### src/rtl/maxpool_window_sequencer.sv
// maxpool_window_sequencer: 2x2 / stride-2 signed max-pooling sequencer.
// Walks the conv result map window by window in raster order, issues four
// reads per window, keeps the running signed max and writes one pooled value
// per window. Optional build macro MAXPOOL_RELU_EN clamps negative pooled
// values to zero before they are written.
module maxpool_window_sequencer #(
    parameter int unsigned IMG_W      = 26,
    parameter int unsigned IMG_H      = 26,
    parameter int unsigned DATA_W     = 16,
    parameter int unsigned ADDR_W     = 10,
    parameter int unsigned OUT_ADDR_W = 8,
    parameter int unsigned RD_LAT     = 1
) (
    input  logic                  clk,
    input  logic                  rst,
    input  logic                  start,
    output logic                  busy,
    output logic                  done,
    output logic                  rd_en,
    output logic [ADDR_W-1:0]     rd_addr,
    input  logic [DATA_W-1:0]     rd_data,
    output logic                  wr_en,
    output logic [OUT_ADDR_W-1:0] wr_addr,
    output logic [DATA_W-1:0]     wr_data,
    output logic [OUT_ADDR_W-1:0] win_count
);

    localparam int unsigned PW   = IMG_W / 2;
    localparam int unsigned PH   = IMG_H / 2;
    localparam int unsigned PC_W = $clog2(PW + 1);
    localparam int unsigned PR_W = $clog2(PH + 1);

    typedef enum logic [2:0] {
        S_IDLE,
        S_READ,
        S_WAIT,
        S_WRITE,
        S_DONE
    } state_t;

    state_t                r_state;
    state_t                w_state_n;

    logic [1:0]            r_k;
    logic [1:0]            w_k_n;
    logic [PC_W-1:0]       r_pc;
    logic [PC_W-1:0]       w_pc_n;
    logic [PR_W-1:0]       r_pr;
    logic [PR_W-1:0]       w_pr_n;

    logic                  r_rd_en;
    logic                  w_rd_en_n;
    logic                  r_rd_first;
    logic                  w_rd_first_n;
    logic                  r_rd_last;
    logic                  w_rd_last_n;
    logic [ADDR_W-1:0]     r_rd_addr;
    logic [ADDR_W-1:0]     w_rd_addr_n;
    logic                  w_issue;

    logic                  r_wr_en;
    logic                  w_wr_en_n;
    logic [OUT_ADDR_W-1:0] r_wr_addr;
    logic [OUT_ADDR_W-1:0] w_wr_addr_n;
    logic [DATA_W-1:0]     r_wr_data;
    logic [DATA_W-1:0]     w_wr_data_n;
    logic [OUT_ADDR_W-1:0] r_win_count;
    logic [OUT_ADDR_W-1:0] w_win_count_n;
    logic                  r_busy;
    logic                  w_busy_n;
    logic                  r_done;
    logic                  w_done_n;

    // Read-return tracking: valid / first / last flags delayed by the memory latency
    logic [RD_LAT-1:0]     r_vld_sr;
    logic [RD_LAT-1:0]     r_first_sr;
    logic [RD_LAT-1:0]     r_last_sr;
    logic                  w_data_vld;
    logic                  w_data_first;
    logic                  w_data_last;

    logic [DATA_W-1:0]     r_max;
    logic [DATA_W-1:0]     w_max_next;
    logic [DATA_W-1:0]     w_pool;
    logic                  w_last_win;

    // Conv memory address of element k of window (pr, pc)
    function automatic logic [ADDR_W-1:0] elem_addr(
        input logic [PR_W-1:0] pr,
        input logic [PC_W-1:0] pc,
        input logic [1:0]      k
    );
        int unsigned row;
        int unsigned col;
        row = 2 * 32'(pr) + 32'(k[1]);
        col = 2 * 32'(pc) + 32'(k[0]);
        return ADDR_W'(row * IMG_W + col);
    endfunction

    assign w_data_vld   = r_vld_sr[RD_LAT-1];
    assign w_data_first = r_first_sr[RD_LAT-1];
    assign w_data_last  = r_last_sr[RD_LAT-1];
    assign w_last_win   = (r_pc == PC_W'(PW - 1)) && (r_pr == PR_W'(PH - 1));

    // Running max including the sample returning this cycle; first element seeds it
    always_comb begin
        w_max_next = r_max;
        if (w_data_first) begin
            w_max_next = rd_data;
        end else if ($signed(rd_data) > $signed(r_max)) begin
            w_max_next = rd_data;
        end
    end

    // Value written for a window (optionally rectified)
`ifdef MAXPOOL_RELU_EN
    assign w_pool = w_max_next[DATA_W-1] ? '0 : w_max_next;
`else
    assign w_pool = w_max_next;
`endif

    // Next-state and next-output logic
    always_comb begin
        w_state_n     = r_state;
        w_k_n         = r_k;
        w_pc_n        = r_pc;
        w_pr_n        = r_pr;
        w_issue       = 1'b0;
        w_rd_en_n     = 1'b0;
        w_rd_first_n  = 1'b0;
        w_rd_last_n   = 1'b0;
        w_rd_addr_n   = r_rd_addr;
        w_wr_en_n     = 1'b0;
        w_wr_addr_n   = r_wr_addr;
        w_wr_data_n   = r_wr_data;
        w_win_count_n = r_win_count;
        w_busy_n      = r_busy;
        w_done_n      = 1'b0;

        case (r_state)
            S_IDLE: begin
                w_busy_n = 1'b0;
                if (start) begin
                    w_state_n     = S_READ;
                    w_win_count_n = '0;
                    w_pc_n        = '0;
                    w_pr_n        = '0;
                    w_k_n         = 2'd0;
                    w_issue       = 1'b1;
                    w_busy_n      = 1'b1;
                end
            end
            S_READ: begin
                if (r_k == 2'd3) begin
                    w_state_n = S_WAIT;
                end else begin
                    w_k_n   = r_k + 2'd1;
                    w_issue = 1'b1;
                end
            end
            S_WAIT: begin
                if (w_data_vld && w_data_last) begin
                    w_state_n     = S_WRITE;
                    w_wr_en_n     = 1'b1;
                    w_wr_addr_n   = r_win_count;
                    w_wr_data_n   = w_pool;
                    w_win_count_n = r_win_count + OUT_ADDR_W'(1);
                end
            end
            S_WRITE: begin
                if (w_last_win) begin
                    w_state_n = S_DONE;
                    w_done_n  = 1'b1;
                end else begin
                    if (r_pc == PC_W'(PW - 1)) begin
                        w_pc_n = '0;
                        w_pr_n = r_pr + PR_W'(1);
                    end else begin
                        w_pc_n = r_pc + PC_W'(1);
                    end
                    w_k_n     = 2'd0;
                    w_issue   = 1'b1;
                    w_state_n = S_READ;
                end
            end
            S_DONE: begin
                w_state_n = S_IDLE;
                w_busy_n  = 1'b0;
            end
            default: begin
                w_state_n = S_IDLE;
                w_busy_n  = 1'b0;
            end
        endcase

        if (w_issue) begin
            w_rd_en_n    = 1'b1;
            w_rd_first_n = (w_k_n == 2'd0);
            w_rd_last_n  = (w_k_n == 2'd3);
            w_rd_addr_n  = elem_addr(w_pr_n, w_pc_n, w_k_n);
        end
    end

    // State and registered outputs
    always_ff @(posedge clk) begin
        if (rst) begin
            r_state     <= S_IDLE;
            r_k         <= 2'd0;
            r_pc        <= '0;
            r_pr        <= '0;
            r_rd_en     <= 1'b0;
            r_rd_first  <= 1'b0;
            r_rd_last   <= 1'b0;
            r_rd_addr   <= '0;
            r_wr_en     <= 1'b0;
            r_wr_addr   <= '0;
            r_wr_data   <= '0;
            r_win_count <= '0;
            r_busy      <= 1'b0;
            r_done      <= 1'b0;
        end else begin
            r_state     <= w_state_n;
            r_k         <= w_k_n;
            r_pc        <= w_pc_n;
            r_pr        <= w_pr_n;
            r_rd_en     <= w_rd_en_n;
            r_rd_first  <= w_rd_first_n;
            r_rd_last   <= w_rd_last_n;
            r_rd_addr   <= w_rd_addr_n;
            r_wr_en     <= w_wr_en_n;
            r_wr_addr   <= w_wr_addr_n;
            r_wr_data   <= w_wr_data_n;
            r_win_count <= w_win_count_n;
            r_busy      <= w_busy_n;
            r_done      <= w_done_n;
        end
    end

    // Delay read strobes by RD_LAT so returning data is tagged; reset drops in-flight reads
    always_ff @(posedge clk) begin
        if (rst) begin
            r_vld_sr   <= '0;
            r_first_sr <= '0;
            r_last_sr  <= '0;
        end else begin
            r_vld_sr   <= RD_LAT'({r_vld_sr, r_rd_en});
            r_first_sr <= RD_LAT'({r_first_sr, r_rd_first});
            r_last_sr  <= RD_LAT'({r_last_sr, r_rd_last});
        end
    end

    // Running max register, updated on every returning sample
    always_ff @(posedge clk) begin
        if (rst) begin
            r_max <= '0;
        end else if (w_data_vld) begin
            r_max <= w_max_next;
        end
    end

    assign busy      = r_busy;
    assign done      = r_done;
    assign rd_en     = r_rd_en;
    assign rd_addr   = r_rd_addr;
    assign wr_en     = r_wr_en;
    assign wr_addr   = r_wr_addr;
    assign wr_data   = r_wr_data;
    assign win_count = r_win_count;

endmodule

### config.mk
export PLATFORM = sky130hd
export DESIGN_NAME = maxpool_window_sequencer
export DESIGN_NICKNAME = d
export VERILOG_FILES = /design/src/rtl/maxpool_window_sequencer.sv
export SDC_FILE = /design/constraint.sdc
export NUM_CORES = 1
export LEC_CHECK = 0
export BUFFER_PORTS_ARGS = -buffer_cell sky130_fd_sc_hd__buf_2
export CORE_ASPECT_RATIO = 0.9
export CORE_MARGIN = 3
export CORE_UTILIZATION = 45
export CTS_BUF_LIST = sky130_fd_sc_hd__clkbuf_8
export CTS_CLUSTER_DIAMETER = 80
export DETAILED_ROUTE_END_ITERATION = 8
export GPL_ROUTABILITY_DRIVEN = 0
export GPL_TIMING_DRIVEN = 0
export PLACE_DENSITY = 0.63
export RECOVER_POWER = 100
export SYNTH_ARGS = -nofsm -noshare
export SYNTH_HDL_FRONTEND = slang
export SYNTH_SLANG_ARGS = --single-unit
### constraint.sdc
create_clock -name clk -period 5.1 [get_ports clk]
set_input_delay 1.02 -clock clk [delete_from_list [all_inputs] [get_ports clk]]
set_output_delay 1.02 -clock clk [all_outputs]
set_load 0.02 [all_outputs]
Word level (Yosys, flattened, before mapping)
Cells that the tools add are included.
{ "word_totals": {"n_memories": 0, "rom_bits": 0, "out_inout_bits": 46, "elab_cells": 82, "latch_bits": 0, "reg_bits": 80, "ram_bits": 0} }
{ "op_classes": {"eq_ne": 10, "order_cmp": 1, "addsub": 7, "multipliers": 1, "shift": 0, "div": 0, "muxes": 30, "reduce_logical": 12, "n_bitwise": 3} }
{ "ops": {"columns": ["cell", "count"], "rows": [
  ["two-way mux 16 bit", 2],
  ["two-way mux 4 bit", 6],
  ["greater-than comparator 16 bit", 1],
  ["two-way mux 8 bit", 2],
  ["case mux 4 bit (2 select lines)", 2],
  ["case mux 8 bit (2 select lines)", 1],
  ["adder 5 x 1 -> 6 bit", 2],
  ["two-way mux 3 bit", 4],
  ["case mux 3 bit (4 select lines)", 1],
  ["adder 10 x 6 -> 10 bit", 1],
  ["multiplier 6 x 4 -> 9 bit, second input constant", 1],
  ["adder 4 x 1 -> 4 bit, second input constant", 2],
  ["adder 8 x 1 -> 8 bit, second input constant", 1],
  ["equality test 4 bit, second input constant", 2],
  ["equality test 3 x 2 -> 1 bit, second input constant", 2],
  ["two-way mux 1 bit", 6],
  ["two-way mux 2 bit", 3],
  ["inequality test 2 bit, second input constant", 3],
  ["case mux 2 bit (3 select lines)", 1],
  ["AND reduction 3 bit", 2],
  ["OR reduction 2 bit", 3],
  ["equality test 2 bit, second input constant", 2],
  ["equality test 3 x 1 -> 1 bit, second input constant", 1],
  ["zero test 3 bit", 1],
  ["9 further kinds", 12]
]} }

Depth between registers and ports, before layout
{ "logic_depth": {"ltp_word": 7, "depth_mapped": 19, "depth_no_buf": 18} }

Least setup slack after synthesis
Ideal clock, no wire load.
{ "synth_timing": {"path_kind": "input-to-reg", "startpoint": "in start", "endpoint": "reg r_rd_addr[9], in the netlist rd_addr[9]", "path_slack_ns": 0.485, "n_path_buf": 0, "path_stages": 14, "t_required_ns": 5.014, "arrival_time_ns": 4.530, "path_cell_list": "or3b_1 > nor2_2 > a31oi_1 > a21oi_1 > inv_1 > ha_1 > inv_1 > fa_1 > fa_1 > xor2_1 > a211oi_1 > nand3_1 > xnor3_1 > a211oi_1"} }
{ "synth_between": {"elab_chain_len": 5} }
{ "synth_rtl": {"columns": ["item", "line_no", "rtl"], "rows": [
  ["start: declaration", "16", "input logic start,"],
  ["two-way mux 4 bit", "143", "if (start) begin"],
  ["case mux 4 bit (2 select lines)", "140", "case (r_state)"],
  ["via w_pr_n[0]", "49", "logic [PR_W-1:0] w_pr_n;"],
  ["adder 5 x 1 -> 6 bit", "95", "row = 2 * 32'(pr) + 32'(k[1]);"],
  ["multiplier 6 x 4 -> 9 bit", "97", "return ADDR_W'(row * IMG_W + col);"],
  ["adder 10 x 6 -> 10 bit", "97", null],
  ["end signal: assignment", "229", "r_rd_addr <= w_rd_addr_n;"],
  ["end: declaration", "57", "logic [ADDR_W-1:0] r_rd_addr;"]
]} }
The timed path passes the listed nets, and every way through them passes these cells.
A chain may end at the register's enable or synchronous reset.

Worst setup path in the final report
Ends and elaborated chain as after synthesis.

==> results.toml <==
[global_route]
grt_pass1_vias = 3807
globalRouteOverflowTotal = 0
grt_util_all_layers_pct = 19.99
antenna_found_initial = 0
grt_first_pass_wirelength_microns = 18670
grt_start_max_net_pins = 14

[logic_synthesis]
synth_area_leaders = "sky130_fd_sc_hd__dfxtp_1 (35%), sky130_fd_sc_hd__ha_1 (11%), sky130_fd_sc_hd__nand2b_1 (4.9%)"
netlist_area_sq_mm = 0.004586
yosys_register_bits = 80
synth_flop_cell = "sky130_fd_sc_hd__dfxtp_1"
yosysWarnings = 0
synthMostInstantiatedCell = "sky130_fd_sc_hd__dfxtp_1"
synth-async-reset-ratio_pct = 0
post-synth-top-area-fraction_pct = 34.92
syn_inst = 519
postSynthNetCount = 580
synth.lib_cells_used.distinct = 56
synth_enable_flop_cells = 0
synth_sequential_area_ratio_pct = 34.92
synth_area_per_cell_sq_um = 8.836
post_synth_most_frequent_cells = "sky130_fd_sc_hd__dfxtp_1 (80), sky130_fd_sc_hd__nor2_1 (50), sky130_fd_sc_hd__inv_1 (41)"
post-synth-top-area-cell = "sky130_fd_sc_hd__dfxtp_1"

[worst_setup_path]
worst_setup_path_start_kind = "input pin"
crit_type = "input pin to register"
worst_r2r_path_depth = 19
critPathMaxFanout = 8
timing.critical_path.arrival_ns = 5.03
worstPathRequired_ns = 5.37
critical_path.endpoint_type = "register"

[cts]
cts.path.max_buffers = 2
post_cts_hold_buffer_count = 0
cts_resized = 0
numClockSinks = 80
cts_htree_levels = 3
cts-buffers-inserted = 9
tritoncts_clock_tree = "yes"
clkSlewWorstSetupHoldPaths_ns = 0.08
clock_latency_ns = 0.35
cts.repair_timing.setup_buffer_count = 0
clock_tree.root_cell = "sky130_fd_sc_hd__clkbuf_8"

[timing]
period_utilization_post_route_pct = 93.35
worstMarginPinSlew_ns = 1.206
fin_crit_ns = 4.761
report.final.setup_viol = 0
timing.final.max_slew_violations = 0
clock.fmax_mhz = 210.1
grt_setup_unrepaired = "false"
timing.clock.skew_ns = 0.006520
timing.hold.ws_ns = 0.4400
hold_violations = 0
worst_slew_margin_rel_pct = 19.09

[power]
comb_power_share_pct = 11.5
power.leakage_nw = 2.065
power.switching_fraction_pct = 26.72
ir_drop_worst_case_vdd_mv = 0.1225
power_frac_clock_pct = 38.3
power.sequential.fraction_pct = 50.2
power_switching_mw = 0.3443
internal_power_mw = 0.9441
pwr_density_cell_mw_per_mm2 = 250.9

[detailed_routing]
via_count = 3909
via_per_inst = 5.399
drcViolationCount = 0
routed_wire_length_per_instance_microns = 15.45
route.final.wire_length_microns = 11190
detail-route-antenna-nets = 0
detail_route.iter0.violations = 206
drt_pre_antenna_iters = 5

[floorplanning]
core_region_area_sq_mm = 0.009784
boundaryPins = 65
die_h_microns = 101.8
die-area_sq_mm = 0.01144
floorplan.initialDensity_pct = 46.87
horizontal_extent_of_the_die_microns = 112.4
site_row_count = 34

[final_layout]
drive_gt1_share_pct = 8.528
seqCellArea_sq_mm = 0.001602
finish.net_count = 654
num_antenna_cells = 0
multiInputGateArea_sq_mm = 0.002631
areaGrowthSynthToFinish_pct = 11.98
postLayoutCellArea_sq_mm = 0.005135
num-fill-cells = 994
final_cell_count_no_fill = 724

[worst_hold_path]
worst_hold_path.num_cells = 1
worstHoldPathType = "register to register"

[placed_design]
dp_hpwl_microns = 8361
dp_cells = 708
port_buffers = 63
area_after_dpl_sq_mm = 0.005059

[job]
count_of_max_cap_constraint_violations = 0

[status]
status = "finished clean"
[worst max-delay path, cell delays in order]
cell and delay, ns:
sky130_fd_sc_hd__buf_2 0.10, sky130_fd_sc_hd__or3b_1 0.41, sky130_fd_sc_hd__nor2_2 0.31, sky130_fd_sc_hd__a31oi_1 0.07, sky130_fd_sc_hd__a21oi_1 0.35, sky130_fd_sc_hd__inv_1 0.15, sky130_fd_sc_hd__ha_1 0.30, sky130_fd_sc_hd__inv_1 0.05
sky130_fd_sc_hd__fa_1 0.56, sky130_fd_sc_hd__inv_1 0.06, sky130_fd_sc_hd__ha_1 0.29, sky130_fd_sc_hd__a21o_1 0.18, sky130_fd_sc_hd__a21oi_1 0.23, sky130_fd_sc_hd__xnor2_1 0.23, sky130_fd_sc_hd__nand3_1 0.14, sky130_fd_sc_hd__xnor3_1 0.36
sky130_fd_sc_hd__a211oi_1 0.22
[state kept, by name (all words and copies together), names as in the netlist]
| signal | flops |
|---|---|
| r_first_sr | 1 |
| r_rd_first | 1 |
| win_count | 8 |
| r_max | 16 |
| rd_en | 1 |
| busy | 1 |
| r_pc | 4 |
| r_k | 2 |
| rd_addr | 10 |
| r_rd_last | 1 |
| wr_addr | 8 |
| wr_en | 1 |
| r_vld_sr | 1 |
| r_state | 3 |
| wr_data | 16 |
| done | 1 |
| r_pr | 4 |
| r_last_sr | 1 |
[cell families (layout without fill, tap and decap cells)]
kind of cell	Yosys count	count (layout)	share of synthesized area (%)
AND/OR/NAND/NOR	183	183	20.96
flip-flops	80	80	34.93
XOR/XNOR	16	16	3.356
multiplexers	21	21	4.611
AO/OA/AOI/OAI	105	105	17.74
adder cells (fa/ha/maj)	42	42	11.95
buffers and inverters	72	151	6.466
[area by class of cell]
| type | instances | share of cell area [%] |
|---|---|---|
| Buffer | 31 | 2.485 |
| Clock buffer | 11 | 2.948 |
| Clock inverter | 5 | 1.072 |
| Inverter | 41 | 2.997 |
| Multi-Input combinational cell | 367 | 51.24 |
| Sequential cell | 80 | 31.19 |
| Tap cell | 126 | 3.070 |
| Timing Repair Buffer | 63 | 4.995 |
[per-stage QoR]
stage / worst slack (ns) / utilization (%) / TNS [ns] / total power, mW
after floorplan: 0.4846 / - / 0 / 0.7688
after global placement: -0.01426 / 51.70 / -0.01426 / 0.8136
after detailed placement: -0.04688 / 51.70 / -0.04688 / 0.8167
after CTS: 0.3022 / 53.81 / 0 / 1.314
after global routing: 0.05041 / 52.48 / 0 / 1.346
final: 0.3393 / 52.48 / 0 / 1.288
[power by group through the flow]
stage	combinational [mW]	clock (mW)	sequential (mW)
floorplan	0.102	0	0.667
global placement	0.152	0	0.661
detailed placement	0.155	0	0.662
CTS	0.156	0.511	0.647
global route	0.165	0.531	0.650
finish	0.148	0.493	0.647
[layer usage]
metal  GRT usage [%]  vias up  part of all wire [%]
li1                -     1972                     -
met1           27.86     1834                    49
met2           31.75       88                    45
met3           4.241       15                   4.7
met4           5.268        0                   1.3
met5               0        -                     0
[worst paths after layout]
check / to / from / slack, ns
max: rd_addr[9] / start / 0.34
min reg2reg: r_last_sr / r_rd_last / 0.44
min: r_last_sr / r_rd_last / 0.44
max reg2reg: rd_addr[9] / r_pc[0] / 0.55
[placed cells by master, fill, tap and decap left out, drive strengths merged, types with 7 or more instances in the layout]
cell type,n
a211oi,10
a21oi,25
a311oi,18
buf,21
clkbuf,84
dfxtp,80
ha,39
inv,43
mux2i,20
nand2,34
nand2b,36
nand3,9
nand4,22
nor2,51
nor2b,10
o21ai,15
o31ai,16
xnor2,8
xor2,7
Power figures use the tool's default switching activity.
